## src/rtl/mdu_iter.sv

```systemverilog
// Iterative radix-2 multiply / restoring divide unit with HI/LO result registers.
// Latency: WIDTH cycles from accept to HI/LO update; mthi/mtlo write on the accepting edge.
// Backpressure: start is ignored while busy; done pulses once per completed iterative op.
module mdu_iter #(
    parameter int WIDTH = 32
) (
    input  logic             clk,
    input  logic             rst_n,
    input  logic             start,
    input  logic [2:0]       md_op,
    input  logic [WIDTH-1:0] in1,
    input  logic [WIDTH-1:0] in2,
    output logic             busy,
    output logic             done,
    output logic [WIDTH-1:0] hi,
    output logic [WIDTH-1:0] lo
);
    localparam int CW = $clog2(WIDTH + 1);

    typedef enum logic {IDLE, RUN} state_t;

    state_t               state_q, state_d;
    logic [CW-1:0]        cnt_q;
    logic [2*WIDTH-1:0]   acc_q;
    logic [WIDTH-1:0]     opb_q;
    logic                 is_div_q, neg_q_q, neg_r_q, done_q;

    logic                 a_neg, b_neg, last;
    logic [WIDTH-1:0]     a_mag, b_mag;
    logic [WIDTH:0]       sum, rem_sh, diff;
    logic [2*WIDTH-1:0]   mul_step, div_step, acc_step, prod;
    logic [WIDTH-1:0]     quo, rem;

    assign a_neg = ~md_op[0] & in1[WIDTH-1];
    assign b_neg = ~md_op[0] & in2[WIDTH-1];
    assign a_mag = a_neg ? -in1 : in1;
    assign b_mag = b_neg ? -in2 : in2;
    assign last  = (cnt_q == CW'(1));
    assign done  = done_q;

    always_comb begin
        state_d = state_q;
        busy    = 1'b0;
        case (state_q)
            IDLE: if (start && !md_op[2]) state_d = RUN;
            RUN: begin
                busy = 1'b1;
                if (last) state_d = IDLE;
            end
            default: state_d = IDLE;
        endcase
    end

    always_ff @(posedge clk or negedge rst_n) begin
        if (!rst_n) state_q <= IDLE;
        else        state_q <= state_d;
    end

    // Multiply: acc = {partial product, remaining multiplier bits}.
    // Divide:   acc = {partial remainder, remaining dividend / quotient bits}.
    always_comb begin
        sum      = {1'b0, acc_q[2*WIDTH-1:WIDTH]} + {1'b0, opb_q};
        mul_step = acc_q[0] ? {sum, acc_q[WIDTH-1:1]} : {1'b0, acc_q[2*WIDTH-1:1]};
        rem_sh   = {acc_q[2*WIDTH-1:WIDTH], acc_q[WIDTH-1]};
        diff     = rem_sh - {1'b0, opb_q};
        div_step = diff[WIDTH] ? {rem_sh[WIDTH-1:0], acc_q[WIDTH-2:0], 1'b0}
                               : {diff[WIDTH-1:0],   acc_q[WIDTH-2:0], 1'b1};
        acc_step = is_div_q ? div_step : mul_step;
        prod     = neg_q_q ? -acc_step : acc_step;
        quo      = neg_q_q ? -acc_step[WIDTH-1:0] : acc_step[WIDTH-1:0];
        rem      = neg_r_q ? -acc_step[2*WIDTH-1:WIDTH] : acc_step[2*WIDTH-1:WIDTH];
    end

    always_ff @(posedge clk or negedge rst_n) begin
        if (!rst_n) begin
            cnt_q    <= '0;
            acc_q    <= '0;
            opb_q    <= '0;
            is_div_q <= 1'b0;
            neg_q_q  <= 1'b0;
            neg_r_q  <= 1'b0;
            done_q   <= 1'b0;
            hi       <= '0;
            lo       <= '0;
        end else begin
            done_q <= 1'b0;
            if (state_q == IDLE) begin
                if (start) begin
                    case (md_op)
                        3'b000, 3'b001, 3'b010, 3'b011: begin
                            acc_q    <= {{WIDTH{1'b0}}, (md_op[1] ? a_mag : b_mag)};
                            opb_q    <= md_op[1] ? b_mag : a_mag;
                            is_div_q <= md_op[1];
                            // A zero divisor must leave the all-ones quotient unnegated.
                            neg_q_q  <= (a_neg ^ b_neg) & ~(md_op[1] & (in2 == '0));
                            neg_r_q  <= a_neg;
                            cnt_q    <= CW'(WIDTH);
                        end
                        3'b100:  hi <= in1;
                        3'b101:  lo <= in1;
                        default: ;
                    endcase
                end
            end else begin
                acc_q <= acc_step;
                cnt_q <= cnt_q - CW'(1);
                if (last) begin
                    done_q <= 1'b1;
                    if (is_div_q) begin
                        hi <= rem;
                        lo <= quo;
                    end else begin
                        hi <= prod[2*WIDTH-1:WIDTH];
                        lo <= prod[WIDTH-1:0];
                    end
                end
            end
        end
    end
endmodule

```

## config.mk

```make
export PLATFORM = sky130hd
export DESIGN_NAME = mdu_iter
export DESIGN_NICKNAME = d
export VERILOG_FILES = /design/src/rtl/mdu_iter.sv
export SDC_FILE = /design/constraint.sdc
export NUM_CORES = 1
export LEC_CHECK = 0
export BUFFER_PORTS_ARGS = -buffer_cell sky130_fd_sc_hd__buf_2
export CAP_MARGIN = 0
export CORE_ASPECT_RATIO = 1.5
export CORE_MARGIN = 2
export CORE_UTILIZATION = 35
export DETAILED_ROUTE_END_ITERATION = 16
export GPL_ROUTABILITY_DRIVEN = 0
export PLACE_DENSITY = 0.5
export SLEW_MARGIN = 10
export SYNTH_ARGS = -nofsm -noshare
export SYNTH_HDL_FRONTEND = slang
export SYNTH_SLANG_ARGS = --single-unit
```

## constraint.sdc

```tcl
create_clock -name clk -period 6.3 [get_ports clk]
set_clock_uncertainty 0.15 [all_clocks]
set_input_delay 0.63 -clock clk [delete_from_list [all_inputs] [get_ports clk]]
set_output_delay 0.63 -clock clk [all_outputs]
set_load 0.005 [all_outputs]
```

-- Yosys cells after proc, flatten, opt, wreduce, memory -nomap -nowiden
Index checks and enable logic that the tools add are counted.
- word-level logic and storage cells: 78
- input port bits: 70
- register bits after elaboration: 171
- output and inout port bits: 66
- bitwise logic cells: 8
- add/subtract/negate cells: 8
- eq/ne operators: 7
- muxes and demuxes: 32
- reduce and logical (&&, ||, !) cells: 13
- operators with widths (operator ; number):
    two-way mux 32 bit ; 16
    two-way mux 64 bit ; 7
    negator 32 bit ; 4
    negator 64 bit ; 1
    adder 32 x 32 -> 33 bit ; 1
    subtractor 33 x 32 -> 33 bit ; 1
    logical NOT 32 bit ; 1
    two-way mux 6 bit ; 3
    AND reduction 3 bit ; 3
    nonzero test 2 bit ; 4
    == test 3 x 2 -> 1 bit, second input constant ; 2
    == test 3 bit, second input constant ; 2
    == test 6 x 1 -> 1 bit, second input constant ; 1
    subtractor 6 x 1 -> 6 bit, second input constant ; 1
    two-way mux 1 bit ; 5
    AND 1 bit ; 4
    OR reduction 4 bit ; 1
    == test 3 x 1 -> 1 bit, second input constant ; 1
    logical NOT 3 bit ; 1
    inverter 1 bit ; 3
    != test 2 x 1 -> 1 bit, second input constant ; 1
    case mux 1 bit (2 select lines) ; 1
    AND reduction 2 bit ; 1
    logical AND 1 bit ; 1
    2 further kinds ; 2

-- Depth between registers and ports, before layout
- word-level depth: 8
- depth in mapped cells: 26

-- Worst setup path before layout
Ideal clock, no wire load.
- path type: register to register
- from: reg acc_q[31]
- to: reg hi[22]
- required time: 6.017 ns
- clock period less this slack: 5.503 ns
- arrival time: 5.220 ns
- setup time: 0.133 ns
- slack: 0.797 ns
- path buffers: 2
- stages on the path, launching flop included: 27
- cell sequence: dfrtp_1 -> inv_1 -> ha_1 -> inv_1 -> fa_1 -> a21o_1 -> a221o_1 -> o221a_4 -> o21a_4 -> nor3_2 -> buf_6 -> nor2_4 -> buf_1 -> nand2_1 -> a21boi_0 -> ha_1 -> nand3_1 -> or3_1 -> nor2_1 -> nand2_1 -> or3_1 -> nor2_1 -> a31oi_1 -> mux2_2 -> o21ai_1 -> xor2_1 -> o22ai_1
- word-level cells in the longest chain between the ends: 8
- elaborated cells between the ends (all ways): 11
- those cells by class: add/sub (3); mux (8)
- RTL lines (element ; RTL line ; text):
    start, declared ; 24 ; logic [2*WIDTH-1:0] acc_q;
    start signal, assigned ; 91 ; acc_q <= {{WIDTH{1'b0}}, (md_op[1] ? a_mag : b_mag)};
    start signal, assigned ; 105 ; acc_q <= acc_step;
    subtractor 33 x 32 -> 33 bit ; 65 ; diff = rem_sh - {1'b0, opb_q};
    two-way mux 64 bit ; 66 ; div_step = diff[WIDTH] ? {rem_sh[WIDTH-1:0], acc_q[WIDTH-2:0], 1'b0}
    two-way mux 64 bit (*) ; 68 ; acc_step = is_div_q ? div_step : mul_step;
    negator 64 bit or negator 32 bit (tied branches) ; 69, 71 ;
    two-way mux 64 bit or two-way mux 32 bit (tied branches) ; 69, 71 ;
    two-way mux 32 bit (*) ; 109 ; if (is_div_q) begin
    two-way mux 32 bit (*) ; 107 ; if (last) begin
    two-way mux 32 bit (*) ; 87 ; if (state_q == IDLE) begin
    end signal, assigned ; 99 ; 3'b100: hi <= in1;
    end signal, assigned ; 110 ; hi <= rem;
    end signal, assigned ; 113 ; hi <= prod[2*WIDTH-1:WIDTH];
    end, declared ; 15 ; output logic [WIDTH-1:0] hi,
Mark *: on every way between the ends. The rest lies on a longest branch, timed or not. The select of a mux whose other input is x is not followed.
A chain may end at the register's enable or synchronous reset.

-- Worst setup path in the final report
- from: reg acc_q[31]
- to: reg hi[26]
The elaborated chain is that of the path after synthesis.

==> flow_results.org <==
** Synthesis
- Leading area contributor after synthesis :: sky130_fd_sc_hd__dfrtp_1
- Top cells by area, synth :: sky130_fd_sc_hd__dfrtp_1 26%, sky130_fd_sc_hd__a21oi_1 6.7%, sky130_fd_sc_hd__o21ai_0 6.4%
- The synthesized netlist contains 90 unique library cells.
- Area fraction of the dominant cell type after synthesis :: 0.2615
- Of the total synthesized cell area, the portion taken by full adders, half adders and majority gates is 0.05597.
- Flip-flop and latch count after synthesis :: 171
- The most common cell in the synthesized netlist is sky130_fd_sc_hd__nand2_1.
- Post-Syn Area per Cell :: 7.614 µm²
- Cell types with the highest counts after synthesis :: 237 x sky130_fd_sc_hd__nand2_1, 218 x sky130_fd_sc_hd__a21oi_1, 210 x sky130_fd_sc_hd__o21ai_0
- Predominant post-synthesis flop cell :: sky130_fd_sc_hd__dfrtp_1
- Yosys mapped a number of flops with a built-in enable equal to 0.
- Mapped Area :: 16360 µm²
- The compound-gate portion of the synthesized area came to 0.3012.
- Of the total synthesized cell area, the portion taken by XOR and XNOR cells is 0.08618.
- Sequential cell area fraction in the yosys report :: 0.2615
- The cell count after synthesis came out at 2149.
- The portion of synthesized area spent on multiplexers is 0.04909.
- Of the total synthesized cell area, the portion taken by AND, OR, NAND and NOR gates is 0.1957.
- The Yosys step of the flow raised 0 warnings.
- By area, the combinational part of the netlist is dominated by compound AO/OA/AOI/OAI gates.
- After synthesis, the share of flip-flops with an asynchronous set or reset is 1.000.
- When the netlist entered floorplanning its net count stood at 2291.

** Clock network
- TritonCTS sink count :: 171
- The tree is rooted in a sky130_fd_sc_hd__clkbuf_16.
- In this run the deepest clock path goes through 2 buffers.
- Number of buffers inserted for hold repair after clock tree synthesis :: 0
- Setup Fix Bufs, Post-CTS :: 0
- Once the clock tree was built, the resizer swapped 0 gates to a different size.
- Clock-pin slew reported for the worst setup and hold paths after clock tree synthesis :: 0.08 ns
- The clock reaches the later pin of the worst-skew pair after 0.48 ns.
- TritonCTS built the clock tree.
- The number of clock buffers added by TritonCTS is 17.
- Maximum level of the CTS H-tree :: 4

** STA
- Final critical-path required period :: 5.832 ns
- Number of slew-limit violations in the final report :: 0
- The final number of hold-violating endpoints was 0.
- Setup violations remaining at the end of the flow were counted as 0.
- In the finished design, the share of the clock period the worst path needs comes to 0.9257.
- Measured slew at the worst slew-check pin :: 1.088 ns
- Setup repair after global routing left no endpoint under its margin.
- TNS Setup :: 0 ns
- Static timing analysis puts the maximum clock frequency at 171.5 MHz.
- Max_slew headroom :: 0.2729

** Setup path
- Worst flop-to-flop path startpoint :: acc_q[31]
- R2R depth :: 24
- Flop-to-flop setup slack :: 0.47 ns
- STA classifies the critical path startpoint as a register.
- Data on the critical path is required at its endpoint by 6.54 ns.
- FF-to-FF End :: hi[26]
- The critical path is of the register to register type.
- Along the worst path, the maximum fanout reaches 9.
- Worst Path Arrival :: 6.07 ns
- Kind of end point of the critical path :: register

** Run status
- The run finished with clean final reports.

** Place
- Half-perimeter wire length after placement :: 55380 µm
- During placement, the flow inserted port buffers numbering 135.

** Global route
- Largest net degree at the start of global routing :: 118
- Overall overflow remaining after global route :: 0
- The first global-routing pass estimated 107000 µm of wire.
- The initial antenna violation count came to 1.
- Global Route Usage Sum :: 0.2918
- The via count of the first global-routing pass is 17.06k.

** Detailed routing
- Total routed wire length on the met1 layer :: 26450 µm
- DR top layer :: met4
- The first detailed-routing pass ran for 5 iterations.
- Routed wl met3 :: 3690 µm
- Final routed wirelength across all metal layers :: 71790 µm
- After detailed routing, the number of remaining DRC violations is 0.
- Routed length per placed instance :: 25.46 µm
- In the routed layout, each cell is associated on average with a via count of 6.086.
- Residual antenna-violating net count after detailed routing :: 0
- Met2 layer wire length in the routed design :: 36820 µm
- After the first detailed-routing iteration, the DRC count stood at 1273.
- Total number of vias :: 17.16k

** Cells and area
- Area added between synthesis and finish :: 11.37%
- In the final layout, the share of cells above drive strength 1 is 0.1272.
- Net count, final :: 2353

** Floorplan
- CORE AREA :: 46480 µm²
- FP Rows :: 97
- Die X :: 180.5 µm
- For this configuration, the core starts out at a cell density of 0.3520.
- Die extent in y :: 268.8 µm
- Total Die Area :: 48530 µm²
- 136 I/O pins were placed.

** Flow run
- Across the run, the number of max-cap violations was 0.

** Min path
- Worst min path class :: input pin to asynchronous set/reset pin
## cell usage in the layout, fill, tap and decap left out, drive strengths merged, types with 29 or more instances in the layout
cell / synthesis / routed
mux2: 31 / 31
o31ai: 32 / 32
xor2: 72 / 72
nand3: 29 / 29
mux2i: 45 / 45
xnor2: 89 / 89
a22oi: 29 / 29
dfrtp: 171 / 171
buf: 36 / 178
a21oi: 222 / 222
a211oi: 30 / 30
inv: 72 / 79
nor2: 192 / 192
ha: 70 / 70
a31oi: 33 / 33
o21ai: 227 / 227
nand2: 237 / 237
nor3: 56 / 56
## registers in the layout (all words and copies together), names as in the netlist
| signal | flops |
|---|---|
| lo | 32 |
| neg_q_q | 1 |
| neg_r_q | 1 |
| acc_q | 64 |
| state_q | 1 |
| opb_q | 32 |
| is_div_q | 1 |
| cnt_q | 6 |
| hi | 32 |
| done | 1 |
## cells by family (layout without fill, tap and decap cells)
group / Yosys count / count (layout)
AOI/OAI and AO/OA: 776 / 776
xor gates and xnor gates: 161 / 161
adders and majority gates: 72 / 72
buffers and inverters: 210 / 285
DFF: 171 / 171
muxes: 76 / 76
other: 0 / 2
and+or+nand+nor: 683 / 683
## metal layers
| metal | vias to the layer above | global-route usage |
|---|---|---|
| li1 | 7999 | - |
| met1 | 8285 | 0.3196 |
| met2 | 690 | 0.5361 |
| met3 | 189 | 0.03350 |
| met4 | 0 | 0.1837 |
| met5 | - | 0 |
## worst max-delay path, cell delays in order (launching register included)
cell and delay (ns):
sky130_fd_sc_hd__dfrtp_1 0.38, sky130_fd_sc_hd__inv_1 0.06, sky130_fd_sc_hd__ha_1 0.15, sky130_fd_sc_hd__inv_1 0.05, sky130_fd_sc_hd__fa_1 0.42, sky130_fd_sc_hd__a21o_1 0.20, sky130_fd_sc_hd__a221o_1 0.39, sky130_fd_sc_hd__o221a_4 0.31
sky130_fd_sc_hd__o21a_4 0.24, sky130_fd_sc_hd__nor3_2 0.22, sky130_fd_sc_hd__nor2_4 0.06, sky130_fd_sc_hd__nand2_1 0.09, sky130_fd_sc_hd__a21boi_1 0.26, sky130_fd_sc_hd__ha_1 0.24, sky130_fd_sc_hd__nand3_1 0.11, sky130_fd_sc_hd__or3_1 0.45
sky130_fd_sc_hd__nor2_1 0.16, sky130_fd_sc_hd__nand2_1 0.16, sky130_fd_sc_hd__or3_1 0.46, sky130_fd_sc_hd__nor2_2 0.19, sky130_fd_sc_hd__o21ai_0 0.10, sky130_fd_sc_hd__a221oi_1 0.39, sky130_fd_sc_hd__a21oi_1 0.14, sky130_fd_sc_hd__xnor2_1 0.17
sky130_fd_sc_hd__o22ai_1 0.17
## per-stage QoR
step	utilization	instances	area, µm²	hold WS (ns)	setup slack, ns
global placement	0.3791	2786	17620	0.3137	0.5499
detailed placement	0.3791	2786	17620	0.3170	0.3757
CTS	0.3919	2818	18220	0.2380	0.3428
global route	0.3919	2818	18220	0.2663	0.06992
floorplan	-	2149	16360	0.1844	0.7965
finish	0.3920	2820	18220	0.1817	0.4681
## layout make-up
type,count,area [µm²]
diodes,2,5.005
clock buffers,18,439.2
clock inverters,14,153.9
fillers,4873,28260
inverters,74,277.8
multi-input cells,1768,11300
flip-flops and latches,171,4288
well taps,594,743.2
repair buffers,179,1017
## how the worst max path moves through the flow
| stage | from | to | slack, ns |
|---|---|---|---|
| final | acc_q[31] | hi[26] | 0.47 |
| after global placement | acc_q[31] | hi[22] | 0.55 |
| after global routing | acc_q[31] | hi[26] | 0.07 |
| after floorplan | acc_q[31] | hi[22] | 0.80 |
| after CTS | acc_q[31] | hi[26] | 0.34 |
| after detailed placement | acc_q[31] | hi[26] | 0.38 |
Power is not shown: default switching activity piles up to over one toggle a cycle in this logic, so the estimate is an artifact.
